`config.mk`:
```
export PLATFORM = sky130hd
export DESIGN_NAME = plot_write_queue
export DESIGN_NICKNAME = d
export VERILOG_FILES = /design/src/rtl/plot_pkg.sv /design/src/rtl/plot_write_queue_sync_fifo.sv /design/src/rtl/plot_write_queue.sv
export SDC_FILE = /design/constraint.sdc
export NUM_CORES = 1
export LEC_CHECK = 0
export CAP_MARGIN = 20
export CELL_PAD_IN_SITES_DETAIL_PLACEMENT = 0
export CELL_PAD_IN_SITES_GLOBAL_PLACEMENT = 2
export CORE_ASPECT_RATIO = 1.75
export CORE_MARGIN = 4
export CORE_UTILIZATION = 29
export DETAILED_ROUTE_END_ITERATION = 10
export PLACE_DENSITY = 0.52
export RECOVER_POWER = 25
export SYNTH_ARGS = -nofsm -noshare
export SYNTH_HDL_FRONTEND = slang
export SYNTH_SLANG_ARGS = --single-unit
```
`constraint.sdc`:
```
create_clock -name clk -period 5.1 [get_ports clk]
set_input_delay 1.275 -clock clk [delete_from_list [all_inputs] [get_ports clk]]
set_output_delay 1.275 -clock clk [all_outputs]
set_load 0.005 [all_outputs]
```
`src/rtl/plot_pkg.sv`:
```
// ---------------------------------------------------------------------------
// plot_pkg
// Shared constants and types for the pixel-plot write queue.
//   IMAGE_WIDTH / IMAGE_HEIGHT : visible raster geometry
//   COLOR_BITS                 : colour width of one pixel
//   ADDR_W                     : linear frame-memory address width
//   X_W / Y_W                  : CPU coordinate widths
//   LEVEL_W / DROP_W           : status counter widths
//   plot_entry_t               : one queued write {addr, color}
//   pixel_addr()               : row-major linear address y*width + x
// ---------------------------------------------------------------------------
package plot_pkg;

  localparam int IMAGE_WIDTH  = 320;
  localparam int IMAGE_HEIGHT = 240;
  localparam int COLOR_BITS   = 3;
  localparam int ADDR_W       = 17;
  localparam int X_W          = 9;
  localparam int Y_W          = 8;
  localparam int LEVEL_W      = 5;
  localparam int DROP_W       = 8;

  // One queued frame-memory write; addr occupies the upper bits.
  typedef struct packed {
    logic [ADDR_W-1:0]     addr;
    logic [COLOR_BITS-1:0] color;
  } plot_entry_t;

  // Row-major address. Every operand is widened to ADDR_W before the
  // multiply so 255*320+511 (82111) is representable without truncation.
  function automatic logic [ADDR_W-1:0] pixel_addr(
    input logic [X_W-1:0] x,
    input logic [Y_W-1:0] y,
    input int unsigned    width
  );
    logic [ADDR_W-1:0] x_ext;
    logic [ADDR_W-1:0] y_ext;
    logic [ADDR_W-1:0] w_ext;
    x_ext = {{(ADDR_W-X_W){1'b0}}, x};
    y_ext = {{(ADDR_W-Y_W){1'b0}}, y};
    w_ext = ADDR_W'(width);
    return (y_ext * w_ext) + x_ext;
  endfunction

endpackage

```
`src/rtl/plot_write_queue_sync_fifo.sv`:
```
// ---------------------------------------------------------------------------
// sync_fifo
// Single-clock show-ahead FIFO used as the plot write queue storage.
// Parameters:
//   Width  : entry width in bits
//   Depth  : number of entries (power of two, 2..16)
//   LevelW : width of the level output (must hold Depth)
// Ports:
//   clk    in   rising-edge clock
//   reset  in   synchronous active-low reset (clears pointers and level)
//   push   in   write din this cycle (ignored when full)
//   pop    in   retire the head this cycle (ignored when empty)
//   din    in   entry to write
//   dout   out  current head entry (undefined contents when empty)
//   level  out  number of stored entries
//   full   out  level == Depth
//   empty  out  level == 0
// A full FIFO refuses a push even when a pop happens in the same cycle,
// so there is no combinational path from pop to the accept decision.
// ---------------------------------------------------------------------------
module sync_fifo #(
  parameter int Width  = 20,
  parameter int Depth  = 8,
  parameter int LevelW = 5
) (
  input  logic              clk,
  input  logic              reset,
  input  logic              push,
  input  logic              pop,
  input  logic [Width-1:0]  din,
  output logic [Width-1:0]  dout,
  output logic [LevelW-1:0] level,
  output logic              full,
  output logic              empty
);

  localparam int PtrW = (Depth > 1) ? $clog2(Depth) : 1;

  logic [Width-1:0]  mem_r [Depth];
  logic [PtrW-1:0]   wr_ptr_r;
  logic [PtrW-1:0]   rd_ptr_r;
  logic [LevelW-1:0] level_r;
  logic              full_s;
  logic              empty_s;
  logic              push_s;
  logic              pop_s;

  assign full_s  = (level_r == LevelW'(Depth));
  assign empty_s = (level_r == {LevelW{1'b0}});
  assign push_s  = push && !full_s;
  assign pop_s   = pop && !empty_s;

  // Storage array: written on accepted push, no reset needed since the
  // empty flag gates every consumer of the head entry.
  always_ff @(posedge clk) begin
    if (push_s) begin
      mem_r[wr_ptr_r] <= din;
    end
  end

  // Pointers and level; pointers wrap naturally because Depth is 2**PtrW.
  always_ff @(posedge clk) begin
    if (!reset) begin
      wr_ptr_r <= {PtrW{1'b0}};
      rd_ptr_r <= {PtrW{1'b0}};
      level_r  <= {LevelW{1'b0}};
    end else begin
      if (push_s) begin
        wr_ptr_r <= wr_ptr_r + PtrW'(1);
      end
      if (pop_s) begin
        rd_ptr_r <= rd_ptr_r + PtrW'(1);
      end
      case ({push_s, pop_s})
        2'b10:   level_r <= level_r + LevelW'(1);
        2'b01:   level_r <= level_r - LevelW'(1);
        default: level_r <= level_r;
      endcase
    end
  end

  assign dout  = mem_r[rd_ptr_r];
  assign level = level_r;
  assign full  = full_s;
  assign empty = empty_s;

endmodule

```
`src/rtl/plot_write_queue.sv`:
```
// ---------------------------------------------------------------------------
// plot_write_queue
// Decouples CPU pixel-plot requests from a frame memory that may stall.
// Each accepted request is converted to a linear address (y*ImageWidth + x)
// at push time and queued with its colour; the head of the queue is
// presented show-ahead on the memory write port.
//
// Build option:
//   PLOT_BOUNDS_CHECK_EN - when defined, requests with x >= ImageWidth or
//     y >= ImageHeight still complete the handshake but are not queued,
//     and drop_count counts them (saturating at 255). When undefined,
//     every accepted request is queued and drop_count is held at 0.
//
// Ports:
//   clk         in   rising-edge clock
//   reset       in   synchronous active-low reset
//   plot_valid  in   CPU pixel-write request
//   plot_ready  out  queue can accept a request this cycle
//   plot_x      in   pixel column (9 bits)
//   plot_y      in   pixel row (8 bits)
//   plot_color  in   pixel colour
//   mem_we      out  frame-memory write strobe (queue non-empty)
//   mem_addr    out  head entry address, 0 when empty
//   mem_data    out  head entry colour, 0 when empty
//   mem_ready   in   frame memory takes the write this cycle
//   fifo_level  out  number of queued entries
//   drop_count  out  out-of-range requests discarded
// ---------------------------------------------------------------------------
module plot_write_queue
  import plot_pkg::*;
#(
  parameter int ImageWidth  = IMAGE_WIDTH,
  parameter int ImageHeight = IMAGE_HEIGHT,
  parameter int ColorBits   = COLOR_BITS,
  parameter int Depth       = 8
) (
  input  logic                 clk,
  input  logic                 reset,
  input  logic                 plot_valid,
  output logic                 plot_ready,
  input  logic [X_W-1:0]       plot_x,
  input  logic [Y_W-1:0]       plot_y,
  input  logic [ColorBits-1:0] plot_color,
  output logic                 mem_we,
  output logic [ADDR_W-1:0]    mem_addr,
  output logic [ColorBits-1:0] mem_data,
  input  logic                 mem_ready,
  output logic [LEVEL_W-1:0]   fifo_level,
  output logic [DROP_W-1:0]    drop_count
);

  localparam int EntryW = ADDR_W + ColorBits;

  // Geometry and depth sanity: catch illegal configurations at elaboration.
  if ((ImageWidth * ImageHeight) > (32'd1 << ADDR_W)) begin : g_bad_geometry
    $error("plot_write_queue: frame does not fit in the address width");
  end
  if ((Depth < 2) || (Depth > 16) || ((Depth & (Depth - 1)) != 0)) begin : g_bad_depth
    $error("plot_write_queue: Depth must be a power of two in 2..16");
  end

  logic                 accept_s;
  logic                 push_s;
  logic                 pop_s;
  logic [EntryW-1:0]    push_entry_s;
  logic [EntryW-1:0]    head_entry_s;
  logic [LEVEL_W-1:0]   level_s;
  logic                 full_s;
  logic                 empty_s;
  logic [ADDR_W-1:0]    req_addr_s;

  assign plot_ready = !full_s;
  assign accept_s   = plot_valid && !full_s;
  assign req_addr_s = pixel_addr(plot_x, plot_y, ImageWidth);
  assign push_entry_s = {req_addr_s, plot_color};
  assign pop_s      = !empty_s && mem_ready;

`ifdef PLOT_BOUNDS_CHECK_EN
  logic              in_range_s;
  logic [DROP_W-1:0] drop_r;

  assign in_range_s = ({{(32-X_W){1'b0}}, plot_x} < 32'(ImageWidth)) &&
                      ({{(32-Y_W){1'b0}}, plot_y} < 32'(ImageHeight));
  assign push_s     = accept_s && in_range_s;

  // Count out-of-range requests that completed the handshake, saturating.
  always_ff @(posedge clk) begin
    if (!reset) begin
      drop_r <= {DROP_W{1'b0}};
    end else if (accept_s && !in_range_s && (drop_r != {DROP_W{1'b1}})) begin
      drop_r <= drop_r + DROP_W'(1);
    end else begin
      drop_r <= drop_r;
    end
  end

  assign drop_count = drop_r;
`else
  assign push_s     = accept_s;
  assign drop_count = {DROP_W{1'b0}};
`endif

  sync_fifo #(
    .Width  (EntryW),
    .Depth  (Depth),
    .LevelW (LEVEL_W)
  ) u_fifo (
    .clk   (clk),
    .reset (reset),
    .push  (push_s),
    .pop   (pop_s),
    .din   (push_entry_s),
    .dout  (head_entry_s),
    .level (level_s),
    .full  (full_s),
    .empty (empty_s)
  );

  // Memory port: head entry when non-empty, forced to zero when empty so
  // stale array contents never appear on the bus.
  always_comb begin
    mem_we   = 1'b0;
    mem_addr = {ADDR_W{1'b0}};
    mem_data = {ColorBits{1'b0}};
    if (!empty_s) begin
      mem_we   = 1'b1;
      mem_addr = head_entry_s[EntryW-1:ColorBits];
      mem_data = head_entry_s[ColorBits-1:0];
    end else begin
      mem_we   = 1'b0;
      mem_addr = {ADDR_W{1'b0}};
      mem_data = {ColorBits{1'b0}};
    end
  end

  assign fifo_level = level_s;

endmodule

```
==> metrics.txt, run 1 <==
Leak=2.88 nW; asr flop ratio synth=0%; initial core utilization=29.4%; cell count of the worst reg-to-reg path=12; clk slew on worst S/H paths=0.06 ns; commonest cells in the netlist=160 x edfxtp_1, 44 x nor2_1, 40 x mux4_2; Seq cells post-synth=174; largest net degree at the start of global routing=34; Peak supply drop=0.240 mV; Core Area=25300 um2; CTS tree=yes; postcts setup bufs=0; combinational power share=30.5%; clk_lat worst skew=0.42 ns; CTS resizes=0; CP startpoint kind=flop; sequential fraction of the synthesis area=68.3%; Starting DRT DRC Count=204; vias in the first global route=4140; nets=529; share of layout cells above drive strength 1=18.9%; DR DRC count=0; compound-gate portion of the synthesized area=3.08%; DIE AREA=28400 um2; # diodes=0; max-capacitance violation count=0; total track usage=12.2%; endpoints failing hold=0; Least-Margin Pin Slew=0.995 ns; synth unique cells=47; Period minus WS final=4.10 ns; status=complete, no violations; Ys Warns=0; top cell type's share of synthesized area=64.5%; unrepaired setup endpoints after global routing=no; Net Sw Power=1.27 mW; Hold WC Path Type=reg -> reg; Final period util=80.3%; Routed Antenna Nets=0; Mapped Area=7450 um2; CTS HTree Levels=4; simple-gate share of the synthesized area=5.07%; # setup viols final=0; Die Wd=129 um; Util after Layout=35.4%; Sequential Power Share=40.2%; crit end category=output pin; vias per cell=4.69; dominant cell type by area after synthesis=edfxtp_1; final wirelength=16.1 mm; mux share of post-synthesis cell area=15.2%; Slew HR=33.6%; worst hold path stage count=2; I/O pins=59; Top FF cell, synth=edfxtp_1; Crit Path Max Fanout=18; Die Ht=220 um; Post-synth EDFFs=160; synthesized area per cell=17.7 um2; synth top area cells=edfxtp_1 65%, mux4_2 12%, dfxtp_1 3.8%; Clock Path Buffers=2; antenna violations before repair=0; pwr/cell area=504 nW/um2; Clock Power Share=29.3%; Area after DPL=8370 um2; area added between synthesis and finish=20.5%; clock net sink count=174; root buf cell=clkbuf_16; final clock skew=0.00766 ns; R2R setup slack=1.51 ns; Hold Buf Count CTS=0; DR WL/cell=19.9 um; largest family of logic cells by synthesized area=multiplexers; Slew Viols, Final=0; post-synthesis adder-cell area fraction=4.34%; Finished Cell Area=8970 um2; Mapped Cells=420; GRT overflow=0; DP Wirelength=10.2 mm; TritonCTS Buffers=17; Sw Ratio=28.0%; Rows=77; Pint=3.25 mW; GPL Wtd Cong=0.690; FMAX=244 MHz; PortBufs=50; first-pass GRT wire length=24.7 mm; most common cell in the netlist=edfxtp_1; Post-Route Setup TNS=0 ns; WP data arrival=2.82 ns; DRT Pass-1 Iters=4; fill count=2404; vias=3791; Synth Area in XOR/XNOR=1.75%; required time of the critical path=3.83 ns; CP Class=reg -> out
cell usage in the layout (no fill, tap or decap), types with 3 or more instances in the layout:
cell / instances
edfxtp_1: 160
mux4_2: 40
clkdlybuf4s50_1: 39
nor2_1: 38
mux2i_1: 23
ha_1: 21
clkbuf_16: 17
dfxtp_1: 12
inv_1: 11
dlygate4sd3_1: 11
a21oi_1: 9
buf_4: 9
xnor2_1: 8
conb_1: 8
nand2_1: 7
nor2_4: 6
o21ai_0: 5
xor2_1: 5
nor2b_1: 4
nand3_1: 4
bufinv_16: 4
fa_1: 3
clkinv_1: 3
power groups by stage:
stage                     clock (mW)  combinational (mW)  sequential (mW)
after floorplan                    0               0.819             1.77
after global placement             0                1.42             1.85
after detailed placement           0                1.43             1.85
after CTS                       1.36                1.43             1.82
after global routing            1.42                1.54             1.84
final                           1.33                1.38             1.82
critical path, stage by stage, from the launching register on:
cell             delay, ns
dfxtp_2               0.75
buf_4                 0.35
mux4_2                0.52
mux2i_1               0.21
nor2_1                0.08
clkdlybuf4s50_1       0.47
kinds of logic (layout without fill, tap and decap cells):
group / count (synthesis) / count (layout)
AO/OA/AOI/OAI: 31 / 31
AND/OR/NAND/NOR: 78 / 78
multiplexers: 63 / 63
buffers and inverters: 35 / 101
flip-flops: 174 / 174
adder cells (fa/ha/maj): 24 / 24
XOR/XNOR: 14 / 14
other: 1 / 8
final cells by class:
cell class	instances	area (um2)	share of cell area, %
Sequential cell	174	5090	56.7
Multi-Input combinational cell	218	2280	25.4
Timing Repair Buffer	59	568	6.33
Clock buffer	19	433	4.83
Tap cell	316	395	4.41
Clock inverter	12	169	1.88
Inverter	11	41.3	0.460
state kept, by name, indices dropped and copies added (netlist names), named ones only:
register         flops
u_fifo.mem_r       160
u_fifo.level         5
u_fifo.rd_ptr_r      3
u_fifo.wr_ptr_r      3
through the flow:
step	hold WS, ns	instances	power [mW]	worst slack, ns
final	0.511	809	4.52	1.00
after detailed placement	0.494	778	3.29	0.636
after CTS	0.509	809	4.61	0.863
after floorplan	0.460	427	2.59	1.58
after global routing	0.537	809	4.79	0.769
after global placement	0.480	778	3.27	0.750
path summary, 6_finish.rpt:
kind	from	endpoint
setup / recovery	flop	mem_addr[12]
hold / removal	u_fifo.level[4]$_SDFFE_PN0P_	u_fifo.level[4]$_SDFFE_PN0P_
setup reg to reg	u_fifo.level[0]$_SDFFE_PN0P_	u_fifo.level[4]$_SDFFE_PN0P_
hold reg to reg	u_fifo.level[4]$_SDFFE_PN0P_	u_fifo.level[4]$_SDFFE_PN0P_
layer usage:
layer,track usage [%],part of all wire (%),vias to the layer above
met1,13.1,39,1963
met4,4.10,1.6,0
met2,22.8,56,61
met5,0,0,-
li1,-,-,1752
met3,3.01,3.3,15
(Power assumes the default switching activity.)
==> run 2: changes to the inputs <==
==> constraint.sdc (replaced) <==
create_clock -name clk -period 4.2 [get_ports clk]
set_input_delay 1.05 -clock clk [delete_from_list [all_inputs] [get_ports clk]]
set_output_delay 1.05 -clock clk [all_outputs]
set_load 0.005 [all_outputs]
==> run 2 against run 1 <==
Net effect:
- worst setup slack lost 0.51 ns
- register-to-register slack lost 0.33 ns
- critical path depth grew 3
- sequential cell count is the same
- cell count grew 1.5%
- via count grew 2.0%
- clock-buffer cell count shrank 2
- utilization grew 0.30 points
- highest routed layer unchanged
==> metrics.txt, run 2 (same netlist as run 1, synthesis figures left out) <==
status=complete, no violations (unchanged); Starting DRT DRC Count=258 (was 204); Hold WC Path Type=reg -> reg (unchanged); CP bufs+invs=1 (was 2); R2R setup slack=1.18 ns (was 1.51 ns); CP max stage delay=0.57 ns (was 0.75 ns); nets=540 (was 529); CP startpoint kind=input port (was flop); max reg flops=160 (unchanged); CTS resizes=0 (unchanged); DP Wirelength=10.3 mm (was 10.2 mm); clk slew on worst S/H paths=0.07 ns (was 0.06 ns); I/O pins=59 (unchanged); Core Area=25300 um2 (unchanged); PortBufs=50 (unchanged); DR DRC count=0 (unchanged); DR WL/cell=20.0 um (was 19.9 um); final clock skew=0.00841 ns (was 0.00766 ns); Die Wd=129 um (unchanged); largest net degree at the start of global routing=21 (was 34); worst setup path startpoint=plot_y[1]; Critical-path top delay cell=xnor2_1 (was dfxtp_2); GPL Wtd Cong=0.708 (was 0.690); Top reg by flops=u_fifo.mem_r (unchanged); TritonCTS Buffers=17 (unchanged); WP depth=8 (was 5); initial core utilization=29.4% (unchanged); postcts setup bufs=0 (unchanged); clock net sink count=174 (unchanged); DIE AREA=28400 um2 (unchanged); Slew HR=53.2% (was 33.6%); vias=3867 (was 3791); clk_lat worst skew=0.43 ns (was 0.42 ns); vias in the first global route=4281 (was 4140); Cells after DPL=789 (was 778); required time of the critical path=4.34 ns (was 3.83 ns); pwr/cell area=603 nW/um2 (was 504 nW/um2); max-capacitance violation count=0 (unchanged); commonest non-fill, non-tap cells in the layout=160 x edfxtp_1, 40 x mux4_2, 39 x nor2_1, 37 x clkdlybuf4s50_1, 23 x mux2i_1 (was 160 x edfxtp_1, 40 x mux4_2, 39 x clkdlybuf4s50_1, 38 x nor2_1, 23 x mux2i_1); final wirelength=16.4 mm (was 16.1 mm); Crit Path Max Fanout=8 (was 18); crit end category=flop (was output pin); Least-Margin Pin Slew=0.697 ns (was 0.995 ns); area added between synthesis and finish=21.5% (was 20.5%); Hold Buf Count CTS=0 (unchanged); unrepaired setup endpoints after global routing=no (unchanged); Rows=77 (unchanged); post-route setup slack=0.493 ns (was 1.00 ns); Period minus WS final=3.71 ns; root buf cell=clkbuf_16 (unchanged); cell count of the worst reg-to-reg path=11 (was 12); CP Cell Sequence=clkdlybuf4s50_1 > ha_1 > ha_1 > fa_1 > a211oi_2 > or4b_1 > o2111ai_1 > xnor2_1 (was buf_4 > mux4_2 > mux2i_1 > nor2_1 > clkdlybuf4s50_1); Slew Viols, Final=0 (unchanged); CTS tree=yes (unchanged); Clock Path Buffers=2 (unchanged); share of layout cells above drive strength 1=21.4% (was 18.9%); WP data arrival=3.85 ns (was 2.82 ns); CTS HTree Levels=4 (unchanged); Routed Antenna Nets=0 (unchanged); hold_ws=0.492 ns (was 0.511 ns); # diodes=0 (unchanged); total track usage=12.5% (was 12.2%); reg2reg start=u_fifo.level[0]$_SDFFE_PN0P_ (unchanged); GRT overflow=0 (unchanged); # setup viols final=0 (unchanged); antenna violations before repair=0 (unchanged); vias per cell=4.71 (was 4.69); endpoints failing hold=0 (unchanged); Final period util=88.3%; FF-to-FF End=u_fifo.level[4]$_SDFFE_PN0P_ (unchanged); Leak=2.95 nW (was 2.88 nW); Top delay family on crit path=adder cells (was buffers and inverters); CP Class=in -> reg (was reg -> out); DRT Pass-1 Iters=4 (unchanged); first-pass GRT wire length=25.6 mm (was 24.7 mm); most common cell after layout, fill and taps aside=edfxtp_1 (unchanged); FMAX=270 MHz; Final Power=5.45 mW (was 4.52 mW); pre-CTS setup slack=0.0219 ns (was 0.636 ns); Final Non-Filler Cells=821 (was 809); Post-Route Setup TNS=0 ns (unchanged); Peak supply drop=0.279 mV (was 0.240 mV); Die Ht=220 um (unchanged); worst setup path end=u_fifo.mem_r[1][18]$_DFFE_PP_ (was mem_addr[12]); most used cell, CP=ha_1
[run 2: cell types whose count changed in the layout (fill, tap and decap cells not counted), sizes merged]
cell           change
buf               +11
bufinv             -3
clkbuf             -2
clkdlybuf4s50      -2
clkinv             -1
clkinvlp           -1
dlygate4sd3        +2
inv                +8
[run 2: metrics by stage]
| step | utilization, % | area [um2] |
|---|---|---|
| finish | 35.7 | 9050 |
| global route | 35.7 | 9050 |
| CTS | 35.7 | 9050 |
| detailed placement | 33.4 | 8470 |
| global placement | 33.4 | 8470 |
| floorplan | - | 7470 |
[run 2: worst min-delay path by stage]
stage / start / endpoint / depth (start not counted)
after floorplan: u_fifo.wr_ptr_r[0]$_SDFFE_PN0P_ / u_fifo.wr_ptr_r[0]$_SDFFE_PN0P_ / 2
final: u_fifo.wr_ptr_r[0]$_SDFFE_PN0P_ / u_fifo.wr_ptr_r[0]$_SDFFE_PN0P_ / 2
after CTS: u_fifo.wr_ptr_r[0]$_SDFFE_PN0P_ / u_fifo.wr_ptr_r[0]$_SDFFE_PN0P_ / 2
after detailed placement: u_fifo.wr_ptr_r[0]$_SDFFE_PN0P_ / u_fifo.wr_ptr_r[0]$_SDFFE_PN0P_ / 2
after global placement: u_fifo.wr_ptr_r[0]$_SDFFE_PN0P_ / u_fifo.wr_ptr_r[0]$_SDFFE_PN0P_ / 2
after global routing: u_fifo.level[4]$_SDFFE_PN0P_ / u_fifo.level[4]$_SDFFE_PN0P_ / 2
[run 2: tightest hold or removal path, cell delays in order, from the launching register on]
cell and delay (ns):
dfxtp_1 0.33, nand2_1 0.06, a21oi_1 0.05
[run 2: layer usage]
metal / global-route usage, % / vias to the layer above / share of wire (%)
met4: 4.31 / 0 / 1.4
met3: 2.98 / 13 / 2.7
li1: - / 1782 / -
met1: 14.6 / 2009 / 41
met2: 22.1 / 63 / 55
met5: 0 / - / 0
[run 2: power by group]
group	switching, mW	internal, mW	total, mW
clock	0.696	0.840	1.54
combinational	0.815	0.919	1.73
sequential	0.107	2.08	2.18
total	1.62	3.83	5.45
[run 2: final cells by class]
class	count	area, um2
fillers	2422	16300
well taps	316	395
multi-input cells	218	2240
repair buffers	70	701
clock inverters	15	153
clock buffers	17	425
inverters	11	41.3
flip-flops and latches	174	5090
==> patch (flow settings as in run 2) <==
Change the package constant `Y_W` from 8 to 10.
--- a/src/rtl/plot_pkg.sv
+++ b/src/rtl/plot_pkg.sv
@@ -18,3 +18,3 @@
   localparam int X_W          = 9;
-  localparam int Y_W          = 8;
+  localparam int Y_W          = 10;
   localparam int LEVEL_W      = 5;
Ports: changed (resized plot_y); port bits go from 59 to 61. The function was not compared with the original's and may differ.
==> patch against run 2 <==
  * Synthesized area shrank 0.52%
  * Count of clock-buffer cells in the layout is 2 higher
  * Sequential cell count unchanged
  * Global-route usage is 0.91 points lower
  * Via count shrank 2.2%
  * Combinational power shrank 3%
  * Highest routed layer unchanged
  * Cell area is 0.76% lower
  * Total power fell by 1.5%
  * Routed wire length is 5.1% lower
  * Hold slack gained 0.016 ns
  * Clock skew grew 0.0064 ns
  * Worst setup slack got worse by 0.056 ns
==> patch: results (changes against run 2) <==
metric	value	unit	change
grt_pass1_vias	4113		-3.9%
tightestPinTransition	0.686	ns	-0.0109 ns
peakVddDrop	0.276	mV	-0.96%
vias	3783		-2.2%
clock_skew	0.0148	ns	+0.00637 ns
root_buffer	clkbuf_16		
placed_cell_area	0.00841	mm2	-0.71%
wl_per_cell	19.3	um	-3.7%
p_leak	2.93	nW	-0.42%
drt_iter0_markers	183		-29%
hold_class	reg -> reg		
gp_congestion	0.666		-6.0%
grt_usage	11.5	%	-0.91 points
crit_fanout	8		unchanged
holdPathStages	2		unchanged
synth_common_cells	160 x edfxtp_1, 40 x mux4_2, 29 x nor2_1, 24 x ha_1, 22 x mux2i_1		
synth-edff-count	160		unchanged
reg2reg_depth	11		unchanged
firstDrtPassIters	4		unchanged
synth_flop_cell	edfxtp_1		
ys_seq_area_share	68.6	%	+0.36 points
grt_pass1_wl	23.9	mm	-6.6%
clk_latency	0.43	ns	about the same
nets	533		-1.3%
min-delay-start	u_fifo.wr_ptr_r[0]		
grt_start_max_net_pins	37		+76%
drive_gt1_share	20.1	%	-1.3 points
cts_resized	0		unchanged
portBuffers	52		+4.0%
antenna_cells	0		unchanged
r2r_end	u_fifo.level[4]		
clk_pin_slew	0.07	ns	about the same
hpwl	9.63	mm	-6.4%
synthDistinctLibCells	39		-17%
postCtsSetupRepairBufs	0		unchanged
cp_slowest_cell	dlygate4sd3_1		
cts_buffer_depth	2		unchanged
cts_buffers	17		unchanged
ff2ff_setup_slack	1.09	ns	-0.09 ns
rr_startpoint	u_fifo.level[0]		
largest_register_ffs	160		unchanged
run_status	finished clean		
synthTopCellsByArea	edfxtp_1 65%, mux4_2 12%, ha_1 4.1%		
worstPathArrival	3.91	ns	+0.06 ns
fill_cells	2429		+0.29%
patch: worst max-delay path by stage:
| stage | from | end | slack, ns | cells after the start |
|---|---|---|---|---|
| finish | plot_y[0] | u_fifo.mem_r[1][19] | 0.44 | 10 |
| global route | plot_y[0] | u_fifo.mem_r[1][19] | 0.09 | 10 |
| detailed placement | plot_y[3] | u_fifo.mem_r[5][19] | -0.02 | 10 |
| floorplan | plot_y[1] | u_fifo.mem_r[0][19] | 0.78 | 9 |
| global placement | plot_y[1] | u_fifo.mem_r[4][19] | 0.04 | 10 |
| CTS | plot_y[3] | u_fifo.mem_r[4][19] | 0.42 | 10 |
patch: where the power goes:
part | switching [mW] | leakage (nW) | internal (mW)
registers | 0.0853 | 1.57 | 2.08
clock network | 0.639 | 0.261 | 0.876
logic | 0.792 | 1.10 | 0.891
total | 1.52 | 2.93 | 3.85
patch: cell type report:
| class | count | area, um2 | share of cell area (%) |
|---|---|---|---|
| Sequential cell | 174 | 5090 | 56.7 |
| Multi-Input combinational cell | 212 | 2220 | 24.8 |
| Timing Repair Buffer | 70 | 681 | 7.58 |
| Clock buffer | 19 | 433 | 4.82 |
| Tap cell | 316 | 395 | 4.40 |
| Clock inverter | 13 | 140 | 1.56 |
| Inverter | 5 | 18.8 | 0.209 |
patch: routing by layer:
metal | wire, um | part of all wire [%] | GRT usage [%] | vias up
li1 | - | - | - | 1730
met5 | 0 | 0 | 0 | -
met1 | 6230 | 40 | 13.2 | 1980
met4 | 187 | 1.2 | 4.31 | 0
met2 | 8790 | 56 | 21.3 | 63
met3 | 401 | 2.6 | 1.85 | 10
patch: worst register-to-register path: stages (launching register included):
cell and delay, ns:
dfxtp_1 0.38, nor4_1 0.36, and2b_1 0.23, clkinv_1 0.09, and2_0 0.27, ha_1 0.35, fa_1 0.43, a21o_1 0.20
a21oi_1 0.16, xor2_1 0.09, or3_1 0.31, a21boi_0 0.17
patch: stage by stage:
stage          utilization (%)  hold slack, ns  cells  setup slack [ns]  setup TNS, ns
4_1_cts                   35.6           0.511    809             0.425              0
2_1_floorplan                -           0.469    415             0.781              0
5_1_grt                   35.6           0.562    809            0.0852              0
6_report                  35.6           0.508    809             0.437              0
3_3_place_gp              33.3           0.487    777            0.0395              0
3_5_place_dp              33.3           0.500    777           -0.0197         -0.157
patch: logic make-up (layout without fill, tap and decap cells):
family / after synthesis / count (layout) / synth area share (%)
buffers and inverters: 29 / 107 / 1.96
other: 1 / 8 / 0.0506
XOR/XNOR: 22 / 22 / 2.60
AND/OR/NAND/NOR: 69 / 69 / 4.65
flip-flops: 174 / 174 / 68.6
AO/OA/AOI/OAI: 24 / 24 / 2.09
adder cells (fa/ha/maj): 27 / 27 / 4.86
multiplexers: 62 / 62 / 15.1
